File: src/rtl/lcd_pkg.sv
// Shared definitions for the I2C character-LCD message sequencer:
// FSM state encoding, LCD command bytes, default bus address and index widths.
package lcd_pkg;

    // Sequencer FSM states
    typedef enum logic [2:0] {
        ST_IDLE   = 3'd0,
        ST_LAUNCH = 3'd1,
        ST_SEND   = 3'd2,
        ST_FINISH = 3'd3,
        ST_ABORT  = 3'd4
    } seq_state_t;

    // LCD command bytes: prefix followed by the command code
    localparam logic [7:0] LCD_CMD_PREFIX   = 8'hFE;
    localparam logic [7:0] LCD_CMD_CLEAR    = 8'h51;

    // Default I2C address byte of the display
    localparam logic [7:0] LCD_DEFAULT_ADDR = 8'h50;

    // Index widths: up to 8 messages, up to 31 payload bytes (+ address byte)
    localparam int MSG_IDX_W  = 3;
    localparam int BYTE_IDX_W = 5;

endpackage

File: src/rtl/lcd_msg_rom.sv
// Combinational message store: maps (message, byte index) onto the byte to
// send, a last-byte flag and the payload length. Byte index 0 is the address
// byte; index j>0 is payload byte j-1.
module lcd_msg_rom
    import lcd_pkg::*;
#(
    parameter int                           NUM_MSG   = 4,
    parameter int                           MAX_LEN   = 16,
    parameter logic [7:0]                   I2C_ADDR  = LCD_DEFAULT_ADDR,
    parameter logic [NUM_MSG*MAX_LEN*8-1:0] MSG_BYTES = {(NUM_MSG*MAX_LEN){8'h20}},
    parameter logic [NUM_MSG*5-1:0]         MSG_LEN   = {NUM_MSG{5'd1}}
) (
    input  logic [MSG_IDX_W-1:0]  i_msg,
    input  logic [BYTE_IDX_W-1:0] i_byte_idx,
    output logic [7:0]            o_data,
    output logic                  o_last,
    output logic [BYTE_IDX_W-1:0] o_len
);

    // Select the current byte; out-of-range indices fall back to the address byte
    // NOTE: every output gets a default before any branch so no latch is inferred.
    always_comb begin
        o_data = I2C_ADDR;
        o_len  = 5'd1;
        o_last = 1'b0;
        if (int'(i_msg) < NUM_MSG) begin
            o_len  = MSG_LEN[int'(i_msg)*5 +: 5];
            o_last = (i_byte_idx == o_len);
            if (i_byte_idx != '0 && int'(i_byte_idx) <= MAX_LEN) begin
                o_data = MSG_BYTES[(int'(i_msg)*MAX_LEN + int'(i_byte_idx) - 1)*8 +: 8];
            end
        end
    end

endmodule

File: src/rtl/lcd_msg_sequencer.sv
// Message sequencer for the I2C character LCD. Queues per-message requests,
// picks the lowest pending index, and streams address + payload bytes to the
// byte-level I2C controller, advancing on each ack edge and aborting when a
// byte is not acknowledged within ACK_TIMEOUT cycles. Outputs are registered
// from the FSM state, so they appear one cycle after the state that drives them.
module lcd_msg_sequencer
    import lcd_pkg::*;
#(
    parameter int                           NUM_MSG     = 4,
    parameter int                           MAX_LEN     = 16,
    parameter logic [7:0]                   I2C_ADDR    = LCD_DEFAULT_ADDR,
    parameter logic [NUM_MSG*MAX_LEN*8-1:0] MSG_BYTES   = {(NUM_MSG*MAX_LEN){8'h20}},
    parameter logic [NUM_MSG*5-1:0]         MSG_LEN     = {NUM_MSG{5'd1}},
    parameter int                           ACK_TIMEOUT = 2000
) (
    input  logic                 clk_50K,
    input  logic                 rstn,
    input  logic [NUM_MSG-1:0]   req,
    output logic                 i2c_start,
    output logic [7:0]           i2c_data,
    output logic                 i2c_last,
    input  logic                 i2c_ack,
    output logic                 busy,
    output logic [2:0]           cur_msg,
    output logic [NUM_MSG-1:0]   pending,
    output logic                 done,
    output logic                 err
);

    localparam int CNT_W = $clog2(ACK_TIMEOUT);

    seq_state_t              r_state;
    seq_state_t              w_next_state;

    logic [NUM_MSG-1:0]      r_sync1;
    logic [NUM_MSG-1:0]      r_sync2;
    logic [NUM_MSG-1:0]      r_req_prev;
    logic [NUM_MSG-1:0]      w_req_rise;
    logic                    r_ack_prev;
    logic                    w_ack_rise;

    logic [NUM_MSG-1:0]      r_pending;
    logic [MSG_IDX_W-1:0]    r_cur_msg;
    logic [BYTE_IDX_W-1:0]   r_byte_idx;
    logic [CNT_W-1:0]        r_cnt;
    logic                    w_timeout;

    logic                    w_sel_valid;
    logic [MSG_IDX_W-1:0]    w_sel_idx;
    logic                    w_launch;
    logic [NUM_MSG-1:0]      w_clr_mask;

    logic [7:0]              w_rom_data;
    logic                    w_rom_last;
    logic [BYTE_IDX_W-1:0]   w_rom_len;

    logic                    r_start;
    logic                    r_busy;
    logic                    r_done;
    logic                    r_err;
    logic [7:0]              r_data;
    logic                    r_last;

    lcd_msg_rom #(
        .NUM_MSG   (NUM_MSG),
        .MAX_LEN   (MAX_LEN),
        .I2C_ADDR  (I2C_ADDR),
        .MSG_BYTES (MSG_BYTES),
        .MSG_LEN   (MSG_LEN)
    ) u_rom (
        .i_msg      (r_cur_msg),
        .i_byte_idx (r_byte_idx),
        .o_data     (w_rom_data),
        .o_last     (w_rom_last),
        .o_len      (w_rom_len)
    );

    assign w_req_rise = r_sync2 & ~r_req_prev;
    assign w_ack_rise = i2c_ack & ~r_ack_prev;
    assign w_timeout  = (r_cnt == CNT_W'(ACK_TIMEOUT - 1));
    assign w_launch   = (r_state == ST_IDLE) && w_sel_valid;
    assign w_clr_mask = w_launch ? (NUM_MSG'(1) << w_sel_idx) : '0;

    // Request synchroniser, request/ack edge-detect history
    // NOTE: sequential state uses non-blocking assignments so every flop samples pre-edge values.
    always_ff @(posedge clk_50K or negedge rstn) begin
        if (!rstn) begin
            r_sync1    <= '0;
            r_sync2    <= '0;
            r_req_prev <= '0;
            r_ack_prev <= 1'b0;
        end else begin
            r_sync1    <= req;
            r_sync2    <= r_sync1;
            r_req_prev <= r_sync2;
            r_ack_prev <= i2c_ack;
        end
    end

    // Lowest pending index wins arbitration
    always_comb begin
        w_sel_valid = 1'b0;
        w_sel_idx   = '0;
        for (int m = NUM_MSG - 1; m >= 0; m--) begin
            if (r_pending[m]) begin
                w_sel_valid = 1'b1;
                w_sel_idx   = MSG_IDX_W'(m);
            end
        end
    end

    // FSM state register
    always_ff @(posedge clk_50K or negedge rstn) begin
        if (!rstn) begin
            r_state <= ST_IDLE;
        end else begin
            r_state <= w_next_state;
        end
    end

    // FSM next-state: an ack edge takes priority over the timeout
    always_comb begin
        w_next_state = r_state;
        case (r_state)
            ST_IDLE:   if (w_sel_valid) w_next_state = ST_LAUNCH;
            ST_LAUNCH: w_next_state = ST_SEND;
            ST_SEND: begin
                if (w_ack_rise) begin
                    if (w_rom_last) w_next_state = ST_FINISH;
                end else if (w_timeout) begin
                    w_next_state = ST_ABORT;
                end
            end
            ST_FINISH: w_next_state = ST_IDLE;
            ST_ABORT:  w_next_state = ST_IDLE;
            default:   w_next_state = ST_IDLE;
        endcase
    end

    // Request queue, message/byte pointers and per-byte timeout counter;
    // a new request edge beats the launch clear of the same index
    always_ff @(posedge clk_50K or negedge rstn) begin
        if (!rstn) begin
            r_pending  <= '0;
            r_cur_msg  <= '0;
            r_byte_idx <= '0;
            r_cnt      <= '0;
        end else begin
            r_pending <= (r_pending & ~w_clr_mask) | w_req_rise;
            if (w_launch) begin
                r_cur_msg  <= w_sel_idx;
                r_byte_idx <= '0;
            end
            case (r_state)
                ST_LAUNCH: r_cnt <= '0;
                ST_SEND: begin
                    if (w_ack_rise) begin
                        if (!w_rom_last && r_byte_idx < w_rom_len) begin
                            r_byte_idx <= r_byte_idx + 5'd1;
                            r_cnt      <= '0;
                        end
                    end else if (!w_timeout) begin
                        r_cnt <= r_cnt + CNT_W'(1);
                    end
                end
                default: ;
            endcase
        end
    end

    // Registered outputs derived from the current state and ROM selection
    always_ff @(posedge clk_50K or negedge rstn) begin
        if (!rstn) begin
            r_start <= 1'b0;
            r_busy  <= 1'b0;
            r_done  <= 1'b0;
            r_err   <= 1'b0;
            r_data  <= I2C_ADDR;
            r_last  <= 1'b0;
        end else begin
            r_start <= (r_state == ST_LAUNCH);
            r_busy  <= (r_state != ST_IDLE);
            r_done  <= (r_state == ST_FINISH);
            r_err   <= (r_state == ST_ABORT);
            r_data  <= w_rom_data;
            r_last  <= (r_state == ST_SEND) && w_rom_last;
        end
    end

    assign i2c_start = r_start;
    assign i2c_data  = r_data;
    assign i2c_last  = r_last;
    assign busy      = r_busy;
    assign cur_msg   = r_cur_msg;
    assign pending   = r_pending;
    assign done      = r_done;
    assign err       = r_err;

endmodule

File: config.mk
export PLATFORM = sky130hd
export DESIGN_NAME = lcd_msg_sequencer
export DESIGN_NICKNAME = d
export VERILOG_FILES = /design/src/rtl/lcd_pkg.sv /design/src/rtl/lcd_msg_rom.sv /design/src/rtl/lcd_msg_sequencer.sv
export SDC_FILE = /design/constraint.sdc
export NUM_CORES = 1
export LEC_CHECK = 0
export BUFFER_PORTS_ARGS = -buffer_cell sky130_fd_sc_hd__buf_2
export CAP_MARGIN = 15
export CORE_MARGIN = 4
export CORE_UTILIZATION = 55
export CTS_BUF_LIST = sky130_fd_sc_hd__clkbuf_8
export DETAILED_ROUTE_END_ITERATION = 8
export HOLD_SLACK_MARGIN = 0.1
export PLACE_DENSITY = 0.77
export SLEW_MARGIN = 20
export SYNTH_ARGS = -nofsm -noshare
export SYNTH_HDL_FRONTEND = slang
export SYNTH_SLANG_ARGS = --single-unit
File: constraint.sdc
create_clock -name clk_50K -period 2.05 [get_ports clk_50K]
set_input_delay 0.3075 -clock clk_50K [delete_from_list [all_inputs] [get_ports clk_50K]]
set_output_delay 0.3075 -clock clk_50K [all_outputs]
set_load 0.01 [all_outputs]
Yosys cells after proc, flatten, opt, wreduce, memory -nomap -nowiden --
Cells that the tools add are included.
Word-level totals: RAM bits 0, memories 0, bits in latches 0, register bits 52, output and inout bits 20, word-level logic and storage cells 81, memory bits (read-only) 0, bits of input ports 7
Operators by class: reduce and logical (&&, ||, !) cells 11, shifts and indexed selects 3, bitwise gates (word level) 7, multiply operators 1, add/sub/neg operators 4, eq/ne operators 11, div/mod/pow operators 0, $lt $le $gt $ge 3, multiplexer cells 26
Operator list (count):
- $shiftx 512x32->8 const A | 1
- $mux 11 | 3
- $shiftx 20x32->5 const A | 1
- $sub 29x2->29 const B | 1
- $mux 5 | 5
- $pmux 11 s2 | 1
- $mux 3 | 7
- $mux 8 | 2
- $ne 3x3->1 const B | 4
- $add 11x1->11 const B | 1
- $eq 11x11->1 const B | 1
- $pmux 3 s3 | 1
- $add 7x5->8 | 1
- $and 4x4->4 | 2
- $not 4->4 | 2
- $eq 3x2->1 const B | 2
- $mul 3x3->6 const B | 1
- $reduce_and 3->1 | 2
- $add 5x1->5 const B | 1
- $eq 5x5->1 | 1
- $le 5x5->1 const B | 1
- $lt 5x5->1 | 1
- $mux 1 | 5
- $reduce_bool 5->1 | 1
- 15 further kinds | 18

Logic depth before layout (Yosys ltp) --
depth in word-level cells 9, depth in mapped cells 6, gate-level depth less buffers 6

By module --
Synthesis repeated with hierarchy kept, for this count alone.
Unflattened totals: cells, all modules 254, area total of the unflattened synthesis 2600.0 sq um
By module, submodules not included:
- lcd_msg_sequencer | area an instance 2228.4 sq um, seq. area each 1278.7 sq um, times used 1, cells each 202
- lcd_msg_rom | area an instance 371.6 sq um, seq. area each 0.0 sq um, times used 1, cells each 52

Worst setup path after synthesis --
No wires, ideal clock.
path type reg-to-reg, start reg r_cnt[0], end reg r_cnt[1], library setup time 0.128 ns, slack 0.257 ns, cell stages (with the launch flop) 6, path buffers 0, data required time 1.922 ns, arrival 1.665 ns, clock period less this slack 1.793 ns, cells stage by stage dfrtp_1 ha_1 nand3_1 nor4_2 nor2_1 mux2_1
Between the ends: longest elaborated chain between the ends 4, elaborated cells on any way between the ends 7, those cells by class 1 x add/sub; 2 x eq/ne; 3 x mux; 1 x reduce/logical
RTL lines:
- start: declaration | RTL line lcd_msg_sequencer.sv:45 | logic [CNT_W-1:0] r_cnt;
- start signal: assignment | RTL line lcd_msg_sequencer.sv:163 | r_cnt <= r_cnt + CNT_W'(1);
- $add 11x1->11 | RTL line lcd_msg_sequencer.sv:163
- $mux 11 | RTL line lcd_msg_sequencer.sv:162 | end else if (!w_timeout) begin
- $mux 11 | RTL line lcd_msg_sequencer.sv:157 | if (w_ack_rise) begin
- $pmux 11 s2 | RTL line lcd_msg_sequencer.sv:154 | case (r_state)
Parallel ways exist; a longest one is shown, timed or not. The select of a mux whose other input is x is not followed. A chain may end at the register's enable or synchronous reset.

Worst setup path in the final report --
start reg r_state[2], end reg r_cnt[10]
Between the ends: longest elaborated chain between the ends 3, elaborated cells on any way between the ends 7, those cells by class 4 x eq/ne; 1 x mux; 2 x reduce/logical
RTL lines:
- start: declaration | RTL line lcd_msg_sequencer.sv:32 | seq_state_t r_state;
- start signal: assignment | RTL line lcd_msg_sequencer.sv:117 | r_state <= w_next_state;
- $eq 3x2->1 / $eq 3x1->1 (equally long branches) | RTL line lcd_msg_sequencer.sv:154
- $ne 3x3->1 (no source line) / $reduce_bool 2->1 (equally long branches)
- $reduce_and 3->1 (no source line)
Parallel ways exist; a longest one is shown, timed or not.

==> results.txt <==
* Outcome: finished clean
- Placement Setup Slack: 0.173 ns
- Number of gates given a new drive strength after cts: 0
- Worst Path Arrival: 2.11 ns
* Worst-path cell chain: nor3b_4 -> nand4_4 -> or4_1 -> a21oi_1
- Setup repair after global routing missed its margin: no
- The total area inside the core boundary comes to 3390 um2.
- Across every metal layer, demand over resource in global routing totals 0.171.
- Async set-reset flop share out of synthesis: 1.00
- The count of endpoints failing hold in the final timing report came to 0.
- Worst path buffer plus inverter count: 0
- Share of power burned in the clock network: 0.225
- Summed over all failing endpoints, the final setup total negative slack is 0 ns.
- Global-route wire length before repair: 5.81 mm
- Final critical-path required period: 1.89 ns
- The die covers approximately 4600 um2.
- Detailed placement finished with a half-perimeter wire length of between 2 and 2.5 mm.
* Wl on met1: around 1.5 mm
* Final clock skew: 0.00349 ns
* Source of the worst register-to-register timing path: r_state[2]$_DFFE_PN0P_
- Number of flops mapped to enable cells by yosys: 0
- DRT iter0 DRCs: 88
* Synthesis-stage register bit count: 45
- Slew Limit Headroom: 0.651
- A synthesized cell averages 11.2 um2.
- At the worst endpoint, the required time is 2.27 ns.
- In this run the worst setup path begins at r_state[2]$_DFFE_PN0P_.
- The number of slew-limit violations in the final report came to 0.
- In the final routed layout, each cell accounts on average for 13.0 um.
* Proportion of layout cells with a drive suffix above 1: 0.183
- The worst setup path is of the reg2reg kind.
- Of the total power, the share spent switching nets is 0.360.
- Die Span Y: around 68 um
* Number of clock sinks: 45
- The worst setup path is launched from a flip-flop.
* Die X-Extent: 67.7 um
- Clock network latency to the later pin of the worst-skew pair: 0.30 ns
- After synthesis, the netlist uses 40 different library cells.
- Post-route ant nets: 0
- Area contributors post-synth: dfrtp_1, ha_1, a21oi_1
* Clock buffers created by TritonCTS: 5
- Number of standard-cell rows in the floorplan: 21
- Clk pin slew, worst setup/hold paths: around 0.09 ns
- Post-synth top area cell: dfrtp_1
* Portion of synthesized cell area occupied by the leading cell type: 0.562
- Max-cap violations in this run came to 0.
- 27 I/O pins were placed.
- Root buffer selected by CTS: clkbuf_8
* Average vias per placed instance: approximately 5.5
- In this run the cell area of the synthesized design comes to 1960 um2.
* Maximum cell stage delay along the critical path: 0.53 ns
- CTS tree: yes
- Share of total power in combinational logic: 0.294
* Top routing layer in use: met4
- The initial antenna violation count is 0.
* Initial Utilization: 0.578
- Peak VDD IR: 0.692 mV
- Wires add up to 3.30 mm.
* Detailed-routing iteration count for the pre-antenna-repair pass: 4
* Minimum setup slack in the final design: 0.160 ns
* Class of the most critical hold timing path: in2reg
- The routed layout has 1409 vias.
- For this design the ratio of total power to cell area is roughly 1100 nW/um2.
* Area growth from synthesis to final layout: 14.2%
- Dividing the final minimum period by the clock period gives 0.922.
- Global placement routability congestion: 0.890
- Entering global routing, the biggest net connects 26 pins.
* Count of unresolved DRC violations after routing: 0
* Placed cells: 243
- The internal power of the cells totals 1590 uW.
* Post-synthesis instance total: ~180
- Reported leakage power: 0.00105 uW
- Share of synthesized area occupied by flip-flops and latches: 0.575
- Vias in the first global route: between 1k and 1.5k
- After detailed routing, the met3 layer carries around 210 um of wire.
- Buffers added to address setup during post-CTS repair amount to 0.
- Number of synthesis warnings: 0
- Derived from the worst setup path, the maximum achievable clock frequency is 0.529 GHz.
- Most used DFF post-synth: dfrtp_1
- Share of power burned in registers: 0.481
- In this run the power spent charging and discharging nets is between 800 and 900 uW.
- Among all stages on the critical path, the largest delay is contributed by or4_1.
- CTS built an H-tree with a depth of 2.
* Setup-violating endpoint count in the final report: 0
- Met2 Wirelength: 1.54 mm
- Leaving out filler cells and counting taps, the final layout contains about 250.
- The clock passes through at most 2 buffers.
- 0 antenna diodes ended up in the layout.
* Largest delay share family, worst path: simple AND/OR/NAND/NOR gates
* Count of input and output buffers: 20
- The worst setup path is captured at a flip-flop.
- In this run the most critical hold path is launched from req[2].
* Worst Tran Pin Value: 0.523 ns
* Layout net count: 223
- Of all nets on the critical path, the largest fanout is 9.
- After global routing the overflow that remains totals 0.
* Number of buffers inserted for hold repair after clock tree synthesis: 1
==> cell type report <==
class                           count  area, um2
Sequential cell                    45       1130
Multi-Input combinational cell    116        754
Tap cell                           46       57.6
Clock buffer                        5       68.8
Timing Repair Buffer               27        160
Fill cell                         262       1150
Inverter                           12       45.0
Clock inverter                      3       25.0
==> cell usage after synthesis (all sizes together) (6+ instances only) <==
cell type,count
dfrtp,44
nor2,11
nand3,6
buf,7
nand2,13
o21ai,9
inv,12
a21oi,12
ha,9
==> power groups by stage <==
stage	Combinational [uW]	Clock [uW]	Sequential (uW)
5_1_grt	826	619	1220
4_1_cts	736	579	1190
3_5_place_dp	731	0	1210
6_report	730	559	1190
2_1_floorplan	480	0	1230
3_3_place_gp	721	0	1200
==> flip-flops by register name, indices dropped and copies added, names as in the netlist, 2 cells and up <==
register and flops:
cur_msg 2, r_cnt 11, r_state 3, i2c_data 2
r_sync2 4, r_byte_idx 5, r_sync1 4, pending 4
r_req_prev 4
==> worst reg2reg max path: cells and delay by family, from the launching register on <==
kind | cells | cell delay, ns
flops | 1 | 0.45
simple gates | 3 | 1.17
compound gates | 1 | 0.19
==> metal layers <==
layer | track usage | vias up
met5 | 0 | -
met1 | 0.231 | 685
met4 | 0.0684 | 0
met3 | 0.0532 | 6
met2 | 0.256 | 42
li1 | - | 676
==> cells by family (layout without fill, tap and decap cells) <==
family	count (synthesis)	in the layout	share of synthesized area
DFF	45	45	0.575
AOI/OAI and AO/OA	33	33	0.101
and+or+nand+nor	63	63	0.190
buffers and inverters	19	47	0.0498
adders and majority gates	9	9	0.0574
muxes	2	2	0.0108
other	1	6	0.00191
xor gates and xnor gates	3	3	0.0134
==> placed cells by master, fill, tap and decap left out, drive strengths merged, types with 2 or more instances in the layout <==
cell / count
conb: 6
nor3: 5
and4: 2
clkbuf: 5
o31ai: 5
a21oi: 12
or3: 2
inv: 14
nand2: 13
and2: 3
nand2b: 2
nor4: 2
buf: 24
ha: 9
or4: 5
nor3b: 2
nand3: 6
and3: 2
nand4: 5
xnor2: 2
dfrtp: 44
o21ai: 9
dlygate4sd3: 3
nor2: 11
==> path summary, 6_finish.rpt <==
check | slack, ns | endpoint | cells past startpoint
worst max-delay path | 0.16 | r_cnt[10]$_DFFE_PN0P_ | 4
worst min-delay path | 0.11 | r_sync1[2]$_DFF_PN0_ | 1
worst max register to register | 0.16 | r_cnt[10]$_DFFE_PN0P_ | 4
worst min register to register | 0.36 | r_sync2[0]$_DFF_PN0_ | 0
max in group asynchronous | 0.95 | r_cnt[0]$_DFFE_PN0P_ | 3
min in group asynchronous | 0.51 | r_byte_idx[2]$_DFF_PN0_ | 2
==> through the flow <==
stage / hold slack, ns / area (um2) / utilization / power [uW]
2_1_floorplan: 0.0119 / 1980 / - / 1710
3_3_place_gp: 0.314 / 2110 / 0.624 / 1920
3_5_place_dp: 0.321 / 2110 / 0.624 / 1940
4_1_cts: 0.101 / 2220 / 0.654 / 2510
5_1_grt: 0.101 / 2240 / 0.660 / 2670
6_report: 0.110 / 2240 / 0.660 / 2480
No activity file was read; power rests on OpenSTA's default activity.
